`src/rtl/spi_frame_serializer_if.sv`:
```
// spi_frame_serializer_if
//   Parallel frame handshake into the SPI frame serializer.
//   frame_in    : parallel frame (upstream FIFO data_out)
//   frame_valid : frame_in holds a frame
//   frame_ready : serializer can accept a frame
//   Modports: master = frame source, slave = serializer.
interface spi_frame_serializer_if #(
    parameter int unsigned FRAME_BITS = 120
);
    logic [FRAME_BITS-1:0] frame_in;
    logic                  frame_valid;
    logic                  frame_ready;

    modport master (output frame_in, output frame_valid, input frame_ready);
    modport slave  (input frame_in, input frame_valid, output frame_ready);
endinterface

```
`src/rtl/spi_frame_serializer.sv`:
```
// spi_frame_serializer
//   Accepts one parallel frame per handshake and shifts it out MSB-first on
//   a generated SPI mode-0 link (sclk idles low, data changes on falling edge).
//   Optional feature: define SPI_SERIAL_PARITY_EN to append an even-parity bit
//   (XOR of the latched frame) after the LSB.
// Ports:
//   clk      : system clock, rising edge
//   rst      : asynchronous active-low reset
//   frame_if : slave side of the frame handshake (frame_in/valid/ready)
//   sclk_out : SPI clock, CLK_DIV clk cycles per half period
//   cs_n_out : SPI chip select, active-low
//   sdo      : serial data, MSB-first
//   busy     : high from accept until return to idle
//   done     : one-cycle pulse when a frame completes
module spi_frame_serializer #(
    parameter int unsigned FRAME_BITS = 120,
    parameter int unsigned CLK_DIV    = 4,
    parameter int unsigned CS_SETUP   = 2,
    parameter int unsigned CS_HOLD    = 2
) (
    input  logic                   clk,
    input  logic                   rst,
    spi_frame_serializer_if.slave  frame_if,
    output logic                   sclk_out,
    output logic                   cs_n_out,
    output logic                   sdo,
    output logic                   busy,
    output logic                   done
);

`ifdef SPI_SERIAL_PARITY_EN
    localparam int unsigned TOTAL_BITS = FRAME_BITS + 1;
`else
    localparam int unsigned TOTAL_BITS = FRAME_BITS;
`endif
    // The first bit goes straight to sdo at accept, so the shift register
    // only holds the bits still to be sent.
    localparam int unsigned REM_BITS = TOTAL_BITS - 1;
    localparam int unsigned BIT_W    = $clog2(TOTAL_BITS + 1);
    localparam int unsigned DIV_W    = $clog2(CLK_DIV) + 1;
    localparam int unsigned PH_MAX   = (CS_SETUP > CS_HOLD) ? CS_SETUP : CS_HOLD;
    localparam int unsigned PH_W     = $clog2(PH_MAX) + 1;

    localparam logic [BIT_W-1:0] BIT_LAST   = BIT_W'(TOTAL_BITS - 1);
    localparam logic [DIV_W-1:0] DIV_LAST   = DIV_W'(CLK_DIV - 1);
    localparam logic [PH_W-1:0]  SETUP_LAST = PH_W'(CS_SETUP - 1);
    localparam logic [PH_W-1:0]  HOLD_LAST  = PH_W'(CS_HOLD - 1);

    typedef enum logic [1:0] {IDLE, SETUP, SHIFT, HOLD} state_t;

    state_t              state;
    logic [REM_BITS-1:0] shreg;
    logic [BIT_W-1:0]    bit_cnt;
    logic [DIV_W-1:0]    div_cnt;
    logic [PH_W-1:0]     ph_cnt;

    always_ff @(posedge clk or negedge rst) begin
        if (!rst) begin
            state             <= IDLE;
            shreg             <= '0;
            bit_cnt           <= '0;
            div_cnt           <= '0;
            ph_cnt            <= '0;
            frame_if.frame_ready <= 1'b1;
            sclk_out          <= 1'b0;
            cs_n_out          <= 1'b1;
            sdo               <= 1'b0;
            busy              <= 1'b0;
            done              <= 1'b0;
        end else begin
            done <= 1'b0;
            case (state)
                IDLE: begin
                    if (frame_if.frame_valid && frame_if.frame_ready) begin
`ifdef SPI_SERIAL_PARITY_EN
                        shreg <= {frame_if.frame_in[FRAME_BITS-2:0], ^frame_if.frame_in};
`else
                        shreg <= frame_if.frame_in[FRAME_BITS-2:0];
`endif
                        sdo                  <= frame_if.frame_in[FRAME_BITS-1];
                        cs_n_out             <= 1'b0;
                        busy                 <= 1'b1;
                        frame_if.frame_ready <= 1'b0;
                        bit_cnt              <= '0;
                        div_cnt              <= '0;
                        ph_cnt               <= '0;
                        state                <= SETUP;
                    end
                end
                SETUP: begin
                    if (ph_cnt == SETUP_LAST) begin
                        ph_cnt  <= '0;
                        div_cnt <= '0;
                        state   <= SHIFT;
                    end else begin
                        ph_cnt <= ph_cnt + 1'b1;
                    end
                end
                SHIFT: begin
                    if (div_cnt == DIV_LAST) begin
                        div_cnt <= '0;
                        if (!sclk_out) begin
                            sclk_out <= 1'b1;
                        end else begin
                            // Falling edge: one bit finished.
                            sclk_out <= 1'b0;
                            bit_cnt  <= bit_cnt + 1'b1;
                            if (bit_cnt == BIT_LAST) begin
                                ph_cnt <= '0;
                                state  <= HOLD;
                            end else begin
                                sdo   <= shreg[REM_BITS-1];
                                shreg <= shreg << 1;
                            end
                        end
                    end else begin
                        div_cnt <= div_cnt + 1'b1;
                    end
                end
                HOLD: begin
                    if (ph_cnt == HOLD_LAST) begin
                        cs_n_out             <= 1'b1;
                        busy                 <= 1'b0;
                        frame_if.frame_ready <= 1'b1;
                        done                 <= 1'b1;
                        sdo                  <= 1'b0;
                        state                <= IDLE;
                    end else begin
                        ph_cnt <= ph_cnt + 1'b1;
                    end
                end
                default: state <= IDLE;
            endcase
        end
    end

endmodule

```
`src/flat_wrapper.sv`:
```
// flat-port wrapper written by rule: the top's interface ports become plain ports
module spi_frame_serializer_flat 
#(
    parameter int unsigned FRAME_BITS = 120,
    parameter int unsigned CLK_DIV    = 4,
    parameter int unsigned CS_SETUP   = 2,
    parameter int unsigned CS_HOLD    = 2
)
  (clk, rst, sclk_out, cs_n_out, sdo, busy, done, frame_if_frame_in, frame_if_frame_valid, frame_if_frame_ready);
  spi_frame_serializer_if #(.FRAME_BITS(FRAME_BITS)) frame_if_i ();
  input  logic clk;
  input  logic rst;
  output logic sclk_out;
  output logic cs_n_out;
  output logic sdo;
  output logic busy;
  output logic done;
  input wire logic [$bits(frame_if_i.frame_in)-1:0] frame_if_frame_in;
  input wire logic [$bits(frame_if_i.frame_valid)-1:0] frame_if_frame_valid;
  output wire logic [$bits(frame_if_i.frame_ready)-1:0] frame_if_frame_ready;
  assign frame_if_i.frame_in = frame_if_frame_in;
  assign frame_if_i.frame_valid = frame_if_frame_valid;
  assign frame_if_frame_ready = frame_if_i.frame_ready;
  spi_frame_serializer #(.FRAME_BITS(FRAME_BITS), .CLK_DIV(CLK_DIV), .CS_SETUP(CS_SETUP), .CS_HOLD(CS_HOLD)) u_core (.clk(clk), .rst(rst), .frame_if(frame_if_i), .sclk_out(sclk_out), .cs_n_out(cs_n_out), .sdo(sdo), .busy(busy), .done(done));
endmodule
```
`config.mk`:
```
export PLATFORM = sky130hd
export DESIGN_NAME = spi_frame_serializer_flat
export DESIGN_NICKNAME = d
export VERILOG_FILES = /design/src/rtl/spi_frame_serializer_if.sv /design/src/rtl/spi_frame_serializer.sv /design/src/flat_wrapper.sv
export SDC_FILE = /design/constraint.sdc
export NUM_CORES = 1
export LEC_CHECK = 0
export ABC_AREA = 1
export CORE_AREA = 8 8 137 139
export CTS_CLUSTER_SIZE = 12
export DETAILED_ROUTE_END_ITERATION = 10
export DIE_AREA = 0 0 145 147
export PLACE_DENSITY = 0.79
export SYNTH_ARGS = -nofsm -noshare
export SYNTH_HDL_FRONTEND = slang
export SYNTH_SLANG_ARGS = --single-unit
```
`constraint.sdc`:
```
create_clock -name clk -period 2.5 [get_ports clk]
set_input_delay 0.5 -clock clk [delete_from_list [all_inputs] [get_ports clk]]
set_output_delay 0.5 -clock clk [all_outputs]
set_load 0.01 [all_outputs]
```
; Yosys cells after proc, flatten, opt, wreduce, memory -nomap -nowiden
; Cells that the tools add are included.
[classes]
addsub = 3
n_eq_ne = 14
mux = 41
n_reduce_logical = 14
[op_table]
columns = cell, count
row1 = $mux W119, 4
row2 = $pmux W119 S2, 1
row3 = $mux W2, 12
row4 = $mux W7, 3
row5 = $pmux W2 S4, 2
row6 = $pmux W7 S2, 1
row7 = $ne A2 B1 Y1 const B, 6
row8 = $reduce_and A6 Y1, 2
row9 = $mux W1, 11
row10 = $reduce_and A5 Y1, 2
row11 = $mux W3, 3
row12 = $pmux W3 S3, 1
row13 = $add A7 B1 Y7 const B, 1
row14 = $eq A7 B7 Y1 const B, 1
row15 = $reduce_and A3 Y1, 2
row16 = $reduce_bool A3 Y1, 2
row17 = $eq A2 B1 Y1 const B, 2
row18 = $eq A2 B2 Y1 const B, 2
row19 = $ne A2 B2 Y1 const B, 2
row20 = $pmux W1 S2, 2
row21 = $reduce_and A4 Y1, 1
row22 = $reduce_bool A2 Y1, 2
row23 = $add A3 B1 Y3 const B, 1
row24 = $eq A3 B2 Y1 const B, 1
row25 = 5 further kinds, 5
[word_totals]
regBits = 138
out_inout_bits = 6
word_cells = 82

; Longest topological paths before layout
[logic_depth]
depth_word = 5
ltp_mapped = 12

; Worst setup path after synthesis
; No wires, ideal clock.
[synth_path]
kind = reg-to-reg
startpoint = register u_core.state[0]
endpoint = register u_core.shreg[11]
setup_ps = 122
arrival_ps = 1692
required_ps = 2378
slack_ps = 686
path_stages_with_launch = 12
n_path_buf = 4
path_cell_list = dfrtp_1 -> inv_1 -> ha_1 -> buf_6 -> or2_4 -> nand2_4 -> nor2_8 -> nand2_2 -> buf_6 -> buf_12 -> buf_6 -> o21ai_2
[synth_between]
elab_chain_len = 3
word_cells_on_any_way = 9
cone_classes = 5 x eq/ne / 1 x mux / 3 x reduce/logical
[synth_rtl]
columns = item, line
row1 = from (decl), spi_frame_serializer.sv:51  ; state_t state;
row2 = from (signal assigned), spi_frame_serializer.sv:59  ; state <= IDLE;
row3 = from (signal assigned), spi_frame_serializer.sv:87  ; state <= SETUP;
row4 = from (signal assigned), spi_frame_serializer.sv:94  ; state <= SHIFT;
row5 = $eq A2 B2 Y1 / $logic_not A2 Y1 (equally long branches), spi_frame_serializer.sv:72  ; case (state)
row6 = $ne A2 B2 Y1 (no line) (tied with other cells), --
row7 = $reduce_and A5 Y1 (no line), --
row8 = to (signal assigned), spi_frame_serializer.sv:78  ; shreg <= frame_if.frame_in[FRAME_BITS-2:0];
row9 = to (signal assigned), spi_frame_serializer.sv:113  ; shreg <= shreg << 1;
row10 = to (decl), spi_frame_serializer.sv:52  ; logic [REM_BITS-1:0] shreg;
; Several ways; a longest one is shown, not always the timed one.
; A chain may end at the register's enable or synchronous reset.

; Worst setup path after layout
[layout_path]
startpoint = register u_core.frame_if.frame_ready
endpoint = output frame_if_frame_ready
[layout_rtl]
columns = item, line
row1 = from (decl), spi_frame_serializer_if.sv:15  ; modport slave (input frame_in, input frame_valid, output frame_ready);
row2 = from (signal assigned), spi_frame_serializer.sv:64  ; frame_if.frame_ready <= 1'b1;
row3 = from (signal assigned), spi_frame_serializer.sv:83  ; frame_if.frame_ready <= 1'b0;
row4 = from (signal assigned), spi_frame_serializer.sv:124  ; frame_if.frame_ready <= 1'b1;
row5 = to (decl), flat_wrapper.sv:20  ; output wire logic [$bits(frame_if_i.frame_ready)-1:0] frame_if_frame_ready;
; No word-level cell between the ends.

==> qor.csv <==
stage,metric,value,unit
floorplan,Horiz. Die Dim,145,µm
cts,Post-CTS Hold Fix Bufs,0,
pwr,clock group share of total power,52.5,%
floorplan,area of the placeable core,0.0168,mm²
floorplan,number of placement rows,48,
final_layout,synthesis-to-layout area growth,27.3,%
pwr,Static Leakage,4.91,nW
synth,number of instances in the synthesized netlist,666,
pwr,Power per Cell Area,564,mW/mm²
synth,sequential-to-total area share from yosys stat,47.3,%
worst_setup_path,worst-path cell with the longest stage delay,dfstp_2,
pwr,reported net switching power,1.06,mW
detailed_routing,number of antenna-violating nets in the routed design,0,
worst_setup_path,signal arrival time at the worst endpoint,1.50,ns
timing,Setup Skew,0.00993,ns
grt,largest net degree at the start of global routing,111,
timing,tightest hold margin,0.0129,ns
worst_setup_path,startpoint type of the worst setup path,register,
final_layout,"commonest non-fill, non-tap cell in the layout",dfrtp_1,
synth,Seq cells post-synth,138,
cts,Clock Path Buffers,2,
worst_setup_path,cell-by-cell trace of the critical path,clkdlybuf4s50_1,
timing,unrepaired setup endpoints after global routing,no,
synth,nets in the synthesized netlist,797,
worst_setup_path,crit path kind,register to output pin,
pwr,PnR Total Power,5.24,mW
cts,clock-pin slew reported for the worst setup and hold paths after clock tree synthesis,0.06,ns
final_layout,final net count,911,
detailed_routing,wire length per cell,14.3,µm
grt,vias in the first global route,5075,
detailed_routing,total number of vias,4863,
worst_setup_path,largest fanout of any net on the critical path,4,
worst_setup_path,"delay-heaviest family, CP",flip-flops,
placed_design,number of buffer cells added on primary ports,128,
cts,Resize count post-CTS,0,
timing,worst relative slew slack,49.5,%
final_layout,final standard cell count with taps included and fillers excluded,1018,
timing,"Slew Viols, Final",0,
timing,final hold violation count,0,
grt,number of antenna violations at the first check in global routing,0,
pwr,worst IR drop on VDD,0.445,mV
status,status,"complete, no violations",
run,maximum capacitance violations,0,
cts,Clock Latency Late Sink,0.42,ns
detailed_routing,number of iterations in the first detailed-routing pass,5,
detailed_routing,DRC errors left,0,
cts,# Post-CTS Setup Buffers,0,
cts,cell at the root of the clock tree,clkbuf_16,
detailed_routing,via count normalized by instance count,4.78,
placed_design,Cell Count Post-Placement,986,
cts,clock tree from TritonCTS,yes,
pwr,proportion of power drawn by flip-flops and latches,42.6,%
timing,Tcrit/Tclk final,80.0,%
pwr,Internal Power,4.18,mW
pwr,fraction of power spent switching nets,20.2,%
detailed_routing,number of DRC violations after detailed-routing iteration 0,241,
pwr,combinational power share,4.9,%
grt,global route total overflow,0,
floorplan,initial core utilization,43.6,%
final_layout,post-route cell area,0.00929,mm²
min_path,worst min-delay path class,primary input to async pin,
timing,Tmin final,2.00,ns
synth,cell type contributing the most total cell area after synthesis,dfrtp_1,
timing,Fmax,500,MHz
synth,Mapped Avg Cell Area,11.0,µm²
worst_setup_path,count of buffering cells on the critical path with inverters included,1,
synth,post-synth top area share,47.0,%
synth,top post-synthesis cells by area,"dfrtp_1 (47%), mux2i_1 (16%), o21ai_2 (12%)",
cts,maximum level of the CTS H-tree,4,
final_layout,share of final-layout standard cells stronger than drive strength 1,29.4,%
worst_setup_path,delay of the slowest cell on the worst path,0.55,ns
floorplan,num ports,129,
floorplan,floorplan die area,0.0213,mm²
grt,wire length of the first global-routing pass,24900,µm
final_layout,"commonest cells after routing, fill and taps aside","dfrtp_1 (137), clkdlybuf4s50_1 (127), mux2i_1 (118), o21ai_2 (100), nand2_1 (87)",
synth,"Warnings, synthesis",0,
cts,Inserted Clock Buffers,17,
timing,setup violators final,0,
synth,number of library cell types mapped by synthesis,27,
timing,slew at the pin closest to its max-slew limit,0.757,ns
final_layout,antenna diode count,0,
synth,cell area after synthesis,0.00730,mm²
worst_setup_path,endpoint kind of the worst setup timing path,output pin,
grt,total global routing track utilization,14.1,%
worst_setup_path,"Data required, critical path",2.00,ns
placed_design,Post-DP HPWL,10100,µm
placed_design,area post-placement,0.00865,mm²
cts,clk sinks,138,
detailed_routing,total routed wirelength,14600,µm
placed_design,Placer Congestion,0.776,
timing,setup TNS,0,ns
floorplan,vertical die dimension,147,µm
-- cells in the mapped netlist, drive strengths merged --
master / number
buf: 39
nand4: 3
ha: 8
dfstp: 1
nand2: 170
or2: 3
nand3: 16
inv: 19
nor2: 12
clkbuf: 4
o21bai: 2
a21oi: 3
o21ai: 129
dfrtp: 137
mux2i: 118
o21a: 2
-- per-layer routing --
metal | part of all wire [%] | track usage [%]
met1 | 47 | 18.4
met2 | 48 | 22.0
met3 | 4.3 | 4.77
met4 | 0.60 | 3.79
met5 | 0 | 0
-- state kept, by name, summed over array words and instances, names as in the netlist --
signal                       count
u_core.div_cnt                   3
u_core.shreg                   119
u_core.busy                      1
u_core.ph_cnt                    2
u_core.state                     2
u_core.done                      1
u_core.bit_cnt                   7
u_core.frame_if.frame_ready      1
u_core.sclk_out                  1
u_core.sdo                       1
-- cells by family after synthesis --
| kind of cell | Yosys count | synth area share [%] |
|---|---|---|
| buffers and inverters | 62 | 6.38 |
| AOI/OAI and AO/OA | 136 | 14.6 |
| and+or+nand+nor | 204 | 14.1 |
| DFF | 138 | 47.3 |
| adders and majority gates | 8 | 1.37 |
| muxes | 118 | 16.2 |
-- power by group through the flow --
stage | Clock (mW) | Combinational [mW] | Sequential, mW
floorplan | 0 | 0.00531 | 2.28
global placement | 0 | 0.262 | 2.27
detailed placement | 0 | 0.261 | 2.27
CTS | 2.81 | 0.262 | 2.23
global route | 2.92 | 0.275 | 2.23
finish | 2.75 | 0.255 | 2.23
-- final timing paths --
check                                             from              endpoint  depth (start not counted)  slack [ns]
setup / recovery           u_core.frame_if.frame_ready  frame_if_frame_ready                          1        0.50
hold / removal                                     rst      u_core.shreg[36]                          1        0.01
setup reg to reg                       u_core.state[0]     u_core.shreg[117]                          5        0.51
hold reg to reg                        u_core.shreg[0]       u_core.shreg[0]                          2        0.48
max in group asynchronous                          rst     u_core.bit_cnt[4]                          2        1.71
min in group clk                       u_core.shreg[0]       u_core.shreg[0]                          2        0.48
-- metrics by stage --
stage,setup WS (ns),utilization (%)
4_1_cts,0.473,55.5
3_3_place_gp,0.343,51.6
5_1_grt,0.343,55.5
2_1_floorplan,0.686,-
6_report,0.500,55.5
3_5_place_dp,0.318,51.6
-- final cells by class --
cell class | instances | area, µm²
Clock inverter | 15 | 221
Timing Repair Buffer | 138 | 1430
Inverter | 19 | 71.3
Fill cell | 1479 | 7460
Sequential cell | 138 | 3450
Tap cell | 225 | 282
Multi-Input combinational cell | 466 | 3410
Clock buffer | 17 | 425
Note: power is estimated with default switching activity, not from simulation.
